File: src/rtl/inst_fetcher.sv
// inst_fetcher: PC owner and fetch sequencer feeding the decoder through a
// 16-line direct-mapped icache; refills from the memory controller.
// Ports: clk_in/rst_in/rdy_in; wrong_predicted/correct_pc redirect;
// issue_signal/next_pc from decoder; valid/inst/inst_addr to decoder;
// mem_req/mem_addr/mem_ready/mem_data to memory controller.
module inst_fetcher #(
  parameter logic [31:0] RESET_PC   = 32'h0,
  parameter int          ICACHE_IDX = 4
) (
  input  logic        clk_in,
  input  logic        rst_in,
  input  logic        rdy_in,
  input  logic        wrong_predicted,
  input  logic [31:0] correct_pc,
  input  logic        issue_signal,
  input  logic [31:0] next_pc,
  output logic        valid,
  output logic [31:0] inst,
  output logic [31:0] inst_addr,
  output logic        mem_req,
  output logic [31:0] mem_addr,
  input  logic        mem_ready,
  input  logic [31:0] mem_data
);

  localparam int LINES = 1 << ICACHE_IDX;
  localparam int TAG_W = 32 - ICACHE_IDX - 2;

  typedef enum logic [1:0] {
    IDLE,
    BUSY,
    HOLD
  } state_t;

  state_t            state_q, state_d;
  logic [31:0]       pc_q, pc_d;
  logic [31:0]       inst_q, inst_d;
  logic [31:0]       inst_addr_q, inst_addr_d;
  logic              valid_q, valid_d;
  logic              mem_req_q, mem_req_d;
  logic [31:0]       mem_addr_q, mem_addr_d;
  logic              discard_q, discard_d;
  logic [LINES-1:0]  line_valid_q, line_valid_d;
  logic [TAG_W-1:0]  tag_q  [LINES];
  logic [31:0]       data_q [LINES];

  logic [31:0]           lk_addr;
  logic [ICACHE_IDX-1:0] lk_idx;
  logic                  lk_hit;
  logic [ICACHE_IDX-1:0] fill_idx;
  logic                  fill_en;
  logic                  unused_lk_bits;

  // HOLD looks up the predicted next PC so a hit can issue back-to-back.
  assign lk_addr  = (state_q == HOLD) ? next_pc : pc_q;
  assign lk_idx   = lk_addr[ICACHE_IDX+1:2];
  assign lk_hit   = line_valid_q[lk_idx] &&
                    (tag_q[lk_idx] == lk_addr[31:ICACHE_IDX+2]);
  assign fill_idx = mem_addr_q[ICACHE_IDX+1:2];
  assign unused_lk_bits = ^lk_addr[1:0];

  always_comb begin
    state_d      = state_q;
    pc_d         = pc_q;
    inst_d       = inst_q;
    inst_addr_d  = inst_addr_q;
    valid_d      = valid_q;
    mem_req_d    = mem_req_q;
    mem_addr_d   = mem_addr_q;
    discard_d    = discard_q;
    line_valid_d = line_valid_q;
    fill_en      = 1'b0;
    if (rdy_in) begin
      unique case (state_q)
        IDLE: begin
          if (wrong_predicted) begin
            pc_d = correct_pc;
          end else if (lk_hit) begin
            inst_d      = data_q[lk_idx];
            inst_addr_d = pc_q;
            valid_d     = 1'b1;
            state_d     = HOLD;
          end else begin
            mem_req_d  = 1'b1;
            mem_addr_d = pc_q;
            state_d    = BUSY;
          end
        end
        BUSY: begin
          if (mem_ready) begin
            // The line is filled even when the data is dropped.
            fill_en   = 1'b1;
            mem_req_d = 1'b0;
            line_valid_d[fill_idx] = 1'b1;
            if (wrong_predicted || discard_q) begin
              discard_d = 1'b0;
              state_d   = IDLE;
              if (wrong_predicted) pc_d = correct_pc;
            end else begin
              inst_d      = mem_data;
              inst_addr_d = mem_addr_q;
              valid_d     = 1'b1;
              state_d     = HOLD;
            end
          end else if (wrong_predicted) begin
            // Request cannot be withdrawn; drop its response instead.
            discard_d = 1'b1;
            pc_d      = correct_pc;
          end
        end
        HOLD: begin
          if (wrong_predicted) begin
            pc_d    = correct_pc;
            valid_d = 1'b0;
            state_d = IDLE;
          end else if (issue_signal) begin
            pc_d = next_pc;
            if (lk_hit) begin
              inst_d      = data_q[lk_idx];
              inst_addr_d = next_pc;
            end else begin
              valid_d    = 1'b0;
              mem_req_d  = 1'b1;
              mem_addr_d = next_pc;
              state_d    = BUSY;
            end
          end
        end
        default: state_d = IDLE;
      endcase
    end
  end

  always_ff @(posedge clk_in) begin
    if (rst_in) begin
      state_q      <= IDLE;
      pc_q         <= RESET_PC;
      inst_q       <= 32'h0;
      inst_addr_q  <= 32'h0;
      valid_q      <= 1'b0;
      mem_req_q    <= 1'b0;
      mem_addr_q   <= 32'h0;
      discard_q    <= 1'b0;
      line_valid_q <= '0;
    end else begin
      state_q      <= state_d;
      pc_q         <= pc_d;
      inst_q       <= inst_d;
      inst_addr_q  <= inst_addr_d;
      valid_q      <= valid_d;
      mem_req_q    <= mem_req_d;
      mem_addr_q   <= mem_addr_d;
      discard_q    <= discard_d;
      line_valid_q <= line_valid_d;
    end
  end

  // Tag/data storage needs no reset; line_valid guards it.
  always_ff @(posedge clk_in) begin
    if (fill_en && !rst_in) begin
      tag_q[fill_idx]  <= mem_addr_q[31:ICACHE_IDX+2];
      data_q[fill_idx] <= mem_data;
    end
  end

  assign valid     = valid_q;
  assign inst      = inst_q;
  assign inst_addr = inst_addr_q;
  assign mem_req   = mem_req_q;
  assign mem_addr  = mem_addr_q;

endmodule

File: config.mk
export PLATFORM = sky130hd
export DESIGN_NAME = inst_fetcher
export DESIGN_NICKNAME = d
export VERILOG_FILES = /design/src/rtl/inst_fetcher.sv
export SDC_FILE = /design/constraint.sdc
export NUM_CORES = 1
export LEC_CHECK = 0
export BUFFER_PORTS_ARGS = -buffer_cell sky130_fd_sc_hd__buf_4
export CORE_ASPECT_RATIO = 0.6
export CORE_MARGIN = 5
export CORE_UTILIZATION = 40
export CTS_CLUSTER_DIAMETER = 30
export DETAILED_ROUTE_END_ITERATION = 8
export PLACE_DENSITY_LB_ADDON = 0.25
export RECOVER_POWER = 50
export SETUP_SLACK_MARGIN = 0.02
export SLEW_MARGIN = 20
export SYNTH_ARGS = -nofsm -noshare
export SYNTH_HDL_FRONTEND = slang
export SYNTH_SLANG_ARGS = --single-unit
File: constraint.sdc
create_clock -name clk_in -period 14.76 [get_ports clk_in]
set_input_delay 1.476 -clock clk_in [delete_from_list [all_inputs] [get_ports clk_in]]
set_output_delay 1.476 -clock clk_in [all_outputs]
set_load 0.02 [all_outputs]
==> results of run 1 <==
[power by group through the flow]
stage | clock [mW] | sequential (mW) | combinational [mW]
finish | 3.92 | 3.41 | 0.598
detailed placement | 0 | 3.47 | 0.602
CTS | 3.98 | 3.41 | 0.605
floorplan | 0 | 3.47 | 0.354
global route | 4.13 | 3.42 | 0.638
global placement | 0 | 3.47 | 0.595
[final cells by class]
cell class              count  area, µm²  area share, %
multi-input cells        1369      12000           23.1
inverters                   6       22.5         0.0435
clock inverters           121       1530           2.95
well taps                1425       1780           3.44
flip-flops and latches   1077      30800           59.6
repair buffers            261       1540           2.97
diodes                      3       7.51         0.0145
clock buffers             175       4090           7.90
[kinds of logic (layout without fill, tap and decap cells)]
family | count (synthesis) | in the layout | share of synthesized area (%)
compound gates | 328 | 328 | 5.78
xor+xnor | 39 | 39 | 0.787
fa+ha+maj | 5 | 5 | 0.144
buf+inv | 174 | 563 | 1.84
flops | 1077 | 1077 | 71.1
mux | 364 | 364 | 14.0
other cells | 0 | 3 | 0
simple gates | 633 | 633 | 6.36
[placed cells by master (no fill, tap or decap), types with 12 or more instances in the layout]
cell        synthesis  routed
a211oi_1           53      53
o211ai_1           35      35
buf_4               8     144
mux2_2             19      16
a211oi_2           13      13
o21ai_0            12      12
a21oi_1            46      46
xnor2_1            22      22
nor2_1            184     173
clkinv_4            0      19
clkbuf_1           93     129
bufinv_16           0      24
nand4_1            15      15
o221a_2            32      32
clkinv_1            1      12
mux2i_1           152     147
nand2_1           263     262
clkinv_2            0      15
and3_1             37      37
mux4_2            191     191
xor2_1             17      17
a32oi_1            12      12
a31oi_1            38      38
a22oi_1            37      37
a21o_1             19      19
nand3_1            81      80
edfxtp_1          928     928
clkbuf_16           0     161
clkinvlp_4          0      15
dfxtp_1           149     149
inv_6               0      25
[per-stage QoR]
stage,hold WS [ns],power [mW]
floorplan,0.421,3.82
global placement,0.428,4.07
detailed placement,0.438,4.08
CTS,0.450,8.00
global route,0.473,8.18
finish,0.452,7.93
[registers in the layout (all words and copies together) (netlist names)]
signal	cells
data_q	512
discard_q	1
inst	32
inst_addr	32
line_valid_q	16
mem_addr	32
mem_req	1
pc_q	32
state_q	2
tag_q	416
valid	1
[worst paths after layout]
kind	from	end	depth (start not counted)
hold reg to reg	line_valid_q[8]	line_valid_q[8]	1
setup reg to reg	state_q[0]	inst_addr[20]	16
hold / removal	line_valid_q[8]	line_valid_q[8]	1
setup / recovery	rst_in	state_q[0]	5
[per-layer routing]
layer / global-route usage, % / wire length, µm
met4: 6.59 / 2970
met1: 30.6 / 54300
met5: 0.565 / 118
met2: 31.8 / 54900
met3: 5.94 / 12400
[worst max-delay path, cell delays in order]
cell,delay [ns]
clkbuf_1,3.26
clkbuf_1,2.67
a21oi_1,0.15
nand3_1,0.27
o31ai_1,0.10
==> results.yml, run 1 <==
outcome:
  outcome: "complete, but fails checks"
  violations: "capacitance limit, slew limit"
clock_network:
  cts_max_path_buffers: 3
  postCtsSetupBuffers: 0
  path_clk_slew_ns: 0.05
  cts_tree: "done"
  cts_buffers: 157
  cts_sinks: 1077
  insertion_delay_ns: 0.77
  ctsResizeCount: 0
  cts_hold_buf: 0
  h-tree-depth: 4
  cts-root-buf: "clkbuf_16"
floorplanning:
  ios: 200
  die-area_um2: 115000
  die_h_um: 265
  design.core.area_um2: 108000
  start_util_pct: 40.4
  die_x_um: 435
  placementRows: 93
layout:
  fin_cells: 4437
  drive_above_1_share_pct: 23.6
  syn2layout_area_growth_pct: 19.4
  final_nets: 2979
  fillers: 9100
  finalInstanceArea_um2: 51800
  fin_util_pct: 48.2
global_route:
  track_usage_pct: 21.3
  grt_pass1_wl_um: 180000
  antenna_found_initial: 5
  grt_max_degree: 111
  grt_pass1_vias: 25900
  grt.overflow.total: 0
synth:
  syn_area_um2: 43400
  synth-async-reset-ratio_pct: 0
  synth_area_per_cell_um2: 16.6
  synth_top_area_share_pct: 64.2
  syn-num-nets: 2727
  syn_inst: 2620
  synth_edf_count: 928
  yosysTopAreaCell: "edfxtp_1"
  yosys.cell_types.count: 68
  ys_seq_area_share_pct: 71.1
  synth_warnings: 0
  synth_area_leaders: "edfxtp_1, mux4_2, dfxtp_1, mux2i_1, nand2_1"
  ys.flop_type: "edfxtp_1"
  ys_ff_latch: 1077
  synth_top_cells_by_count: "edfxtp_1, nand2_1, mux4_2, nor2_1, mux2i_1"
  yosysMostFrequentCell: "edfxtp_1"
power_and_ir_drop:
  swShare_pct: 23.9
  internal_power_mw: 6.03
  leakage_nw: 17.3
  p_switching_mw: 1.90
  power_per_cell_area_nw_per_um2: 153
  power_frac_seq_pct: 43.0
  p_clk_share_pct: 49.4
  peakVddDrop_uv: 98.7
  power_frac_comb_pct: 7.5
placement:
  place.gp.congestion: 0.906
  hpwl_um: 69700
  io_buffers: 199
  place_area_um2: 46600
  place_inst: 4138
  pre_cts_slack_ns: 7.56
timing:
  fin_crit_sh_pct: 51.2
  skew_ns: 0.0384
  worst_pin_slew_ns: 4.76
  hold_viol_final: 0
  setup_viol: 0
  slew_viol_final: 139
  fin_ws_ns: 7.21
  layout_min_cycle_time_ns: 7.55
  rsz0062_at_grt: "no"
  max-slew-margin-rel_pct: -217
  max_freq_ghz: 0.132
  setup_tns_ns: 0
drt:
  drt-total-wl_um: 125000
  first_iter_violations: 2879
  routedWlPerCell_um: 28.1
  ant_nets: 0
  routed_via_density: 5.81
  drc: 0
  routed-via-count: 25800
  drt_pass1_iterations: 7
critical_path:
  worst-path-max-fanout: 69
  worstSetupStartpointType: "input port"
  r2r_setup_slack_ns: 7.99
  end_kind: "flip-flop"
  cp.required_ns: 15.25
  cp.arrival_ns: 8.04
  path_class: "in -> reg"
flow_run:
  drv_cap: 2
min_path:
  worstHoldPathType: "reg -> reg"
(Power assumes the default switching activity.)
==> run 2, diff against run 1 <==
Clock period 14.76 ns to 6.24 ns, I/O delays scaled along.
==> run 2 against run 1 <==
The flow still finishes with violations (capacitance limit, slew limit). Die area unchanged. Clock power rose by 120%. Global-route usage grew 0.082 points. Utilization down 0.32 points. Combinational power rose by 130%. Clock-buffer cell count decreased by 11. Register-to-register slack worse by 7.3 ns. Largest cell class unchanged.
==> results.yml, run 2 (synthesized netlist as in run 1, its figures left out) <==
drt:
  wl_met1_um: 56200
  drc: 0
  ant_nets: 0
  first_iter_violations: 2940
  routed-via-count: 25900
  drt_pass1_iterations: 6
  met3_wirelength_um: 10300
  wl_met2_um: 56800
  routedWlPerCell_um: 28.4
  drt-total-wl_um: 126000
  routed_via_density: 5.86
  top_layer_used: "met4"
timing:
  skew_ns: 0.0305
  worst_pin_slew_ns: 2.65
  setup_tns_ns: 0
  fin_crit_sh_pct: 88.7
  max-slew-margin-rel_pct: -76.6
  slew_viol_final: 197
  hold_viol_final: 0
  max_freq_ghz: 0.181
  setup_viol: 0
  layout_min_cycle_time_ns: 5.54
  rsz0062_at_grt: "no"
layout:
  syn2layout_area_growth_pct: 18.6
  drive_above_1_share_pct: 22.6
  largest_register_ffs: 512
  regMostFlops: "data_q"
  layout_common_cells: "edfxtp_1, nand2_1, mux4_2"
  fin_cells: 4417
  final_common_cell: "edfxtp_1"
  finalInstanceArea_um2: 51500
  reg_top3: "data_q x512, tag_q x416"
  final_nets: 2976
clock_network:
  insertion_delay_ns: 0.74
  cts-root-buf: "clkbuf_16"
  path_clk_slew_ns: 0.05
  cts_buffers: 145
  h-tree-depth: 4
  postCtsSetupBuffers: 0
  ctsResizeCount: 0
  cts_hold_buf: 0
  cts_max_path_buffers: 3
  cts_sinks: 1077
  cts_tree: "done"
power_and_ir_drop:
  peakVddDrop_uv: 273
  power_per_cell_area_nw_per_um2: 352
  p_switching_mw: 4.33
  internal_power_mw: 13.8
  leakage_nw: 17.1
  power_frac_seq_pct: 44.6
  power_frac_comb_pct: 7.7
  p_clk_share_pct: 47.7
  swShare_pct: 23.9
critical_path:
  cpMostUsedCell: "mux2i_1"
  r2r_setup_slack_ns: 0.70
  path_class: "reg -> reg"
  path_cells: "inv_1, ha_2, mux2_8, buf_4, mux2i_1, mux2i_1, xor2_1, mux2i_1, a2111oi_0, and4_1, nand3_2, o21a_2, buf_12, nor2_1, a211oi_2"
  end_kind: "flip-flop"
  cpPeakStageDelay_ns: 0.73
  critical_path.slowest_cell: "mux2_8"
  worst-path-max-fanout: 68
  cp.arrival_ns: 6.18
  worstSetupStartpointType: "flip-flop"
  ff2ff_path_depth: 15
  cp.required_ns: 6.89
min_path:
  whs_path_depth: 3
  worstHoldPathType: "in -> reg"
floorplanning:
  die_x_um: 435
  die_h_um: 265
  die-area_um2: 115000
  start_util_pct: 40.4
  design.core.area_um2: 108000
  placementRows: 93
  ios: 200
placement:
  place.gp.congestion: 0.936
  place_inst: 4147
  io_buffers: 199
  place_area_um2: 46900
  hpwl_um: 71400
global_route:
  grt_pass1_wl_um: 182000
  track_usage_pct: 21.4
  grt_pass1_vias: 25900
  antenna_found_initial: 3
  grt_max_degree: 69
  grt.overflow.total: 0
outcome:
  violations: "capacitance limit, slew limit"
  outcome: "complete, but fails checks"
flow_run:
  drv_cap: 4
run 2: power by group through the flow:
stage	clock network, mW	logic [mW]	registers, mW
3_3_place_gp	0	1.40	8.22
3_5_place_dp	0	1.43	8.23
2_1_floorplan	0	0.836	8.20
4_1_cts	8.75	1.43	8.08
5_1_grt	9.08	1.49	8.09
6_report	8.63	1.40	8.08
run 2: critical path: cells and delay by family (launching register included):
family,cells,cell delay (ns)
AOI/OAI and AO/OA,3,1.02
muxes,4,1.47
and+or+nand+nor,3,0.60
xor gates and xnor gates,1,0.19
DFF,1,0.34
buffers and inverters,3,1.03
adders and majority gates,1,0.61
run 2: metal layers:
layer,up-vias,global-route usage [%]
li1,11000,-
met1,13600,32.1
met2,1193,32.4
met3,168,3.96
met4,0,5.61
met5,-,0
run 2: stage by stage:
step                      hold WS, ns  setup slack [ns]  util [%]  power (mW)
after floorplan                 0.421             0.207         -        9.04
after global placement          0.428             0.964      43.6        9.62
after detailed placement        0.435             0.820      43.6        9.66
after CTS                       0.140             0.823      48.4        18.3
after global routing            0.257             0.420      47.9        18.7
final                           0.248             0.702      47.9        18.1
run 2: final cells by class:
| cell class | instances | area (µm²) |
|---|---|---|
| flip-flops and latches | 1077 | 30800 |
| fillers | 9139 | 56100 |
| multi-input cells | 1369 | 12000 |
| well taps | 1425 | 1780 |
| clock buffers | 164 | 3810 |
| inverters | 6 | 22.5 |
| clock inverters | 104 | 1310 |
| diodes | 2 | 5.00 |
| repair buffers | 270 | 1710 |
run 2: path summary, 6_finish.rpt:
kind               startpoint               end
max                state_q[0]      mem_addr[11]
min            correct_pc[21]          pc_q[21]
max reg2reg        state_q[0]      mem_addr[11]
min reg2reg  line_valid_q[10]  line_valid_q[10]
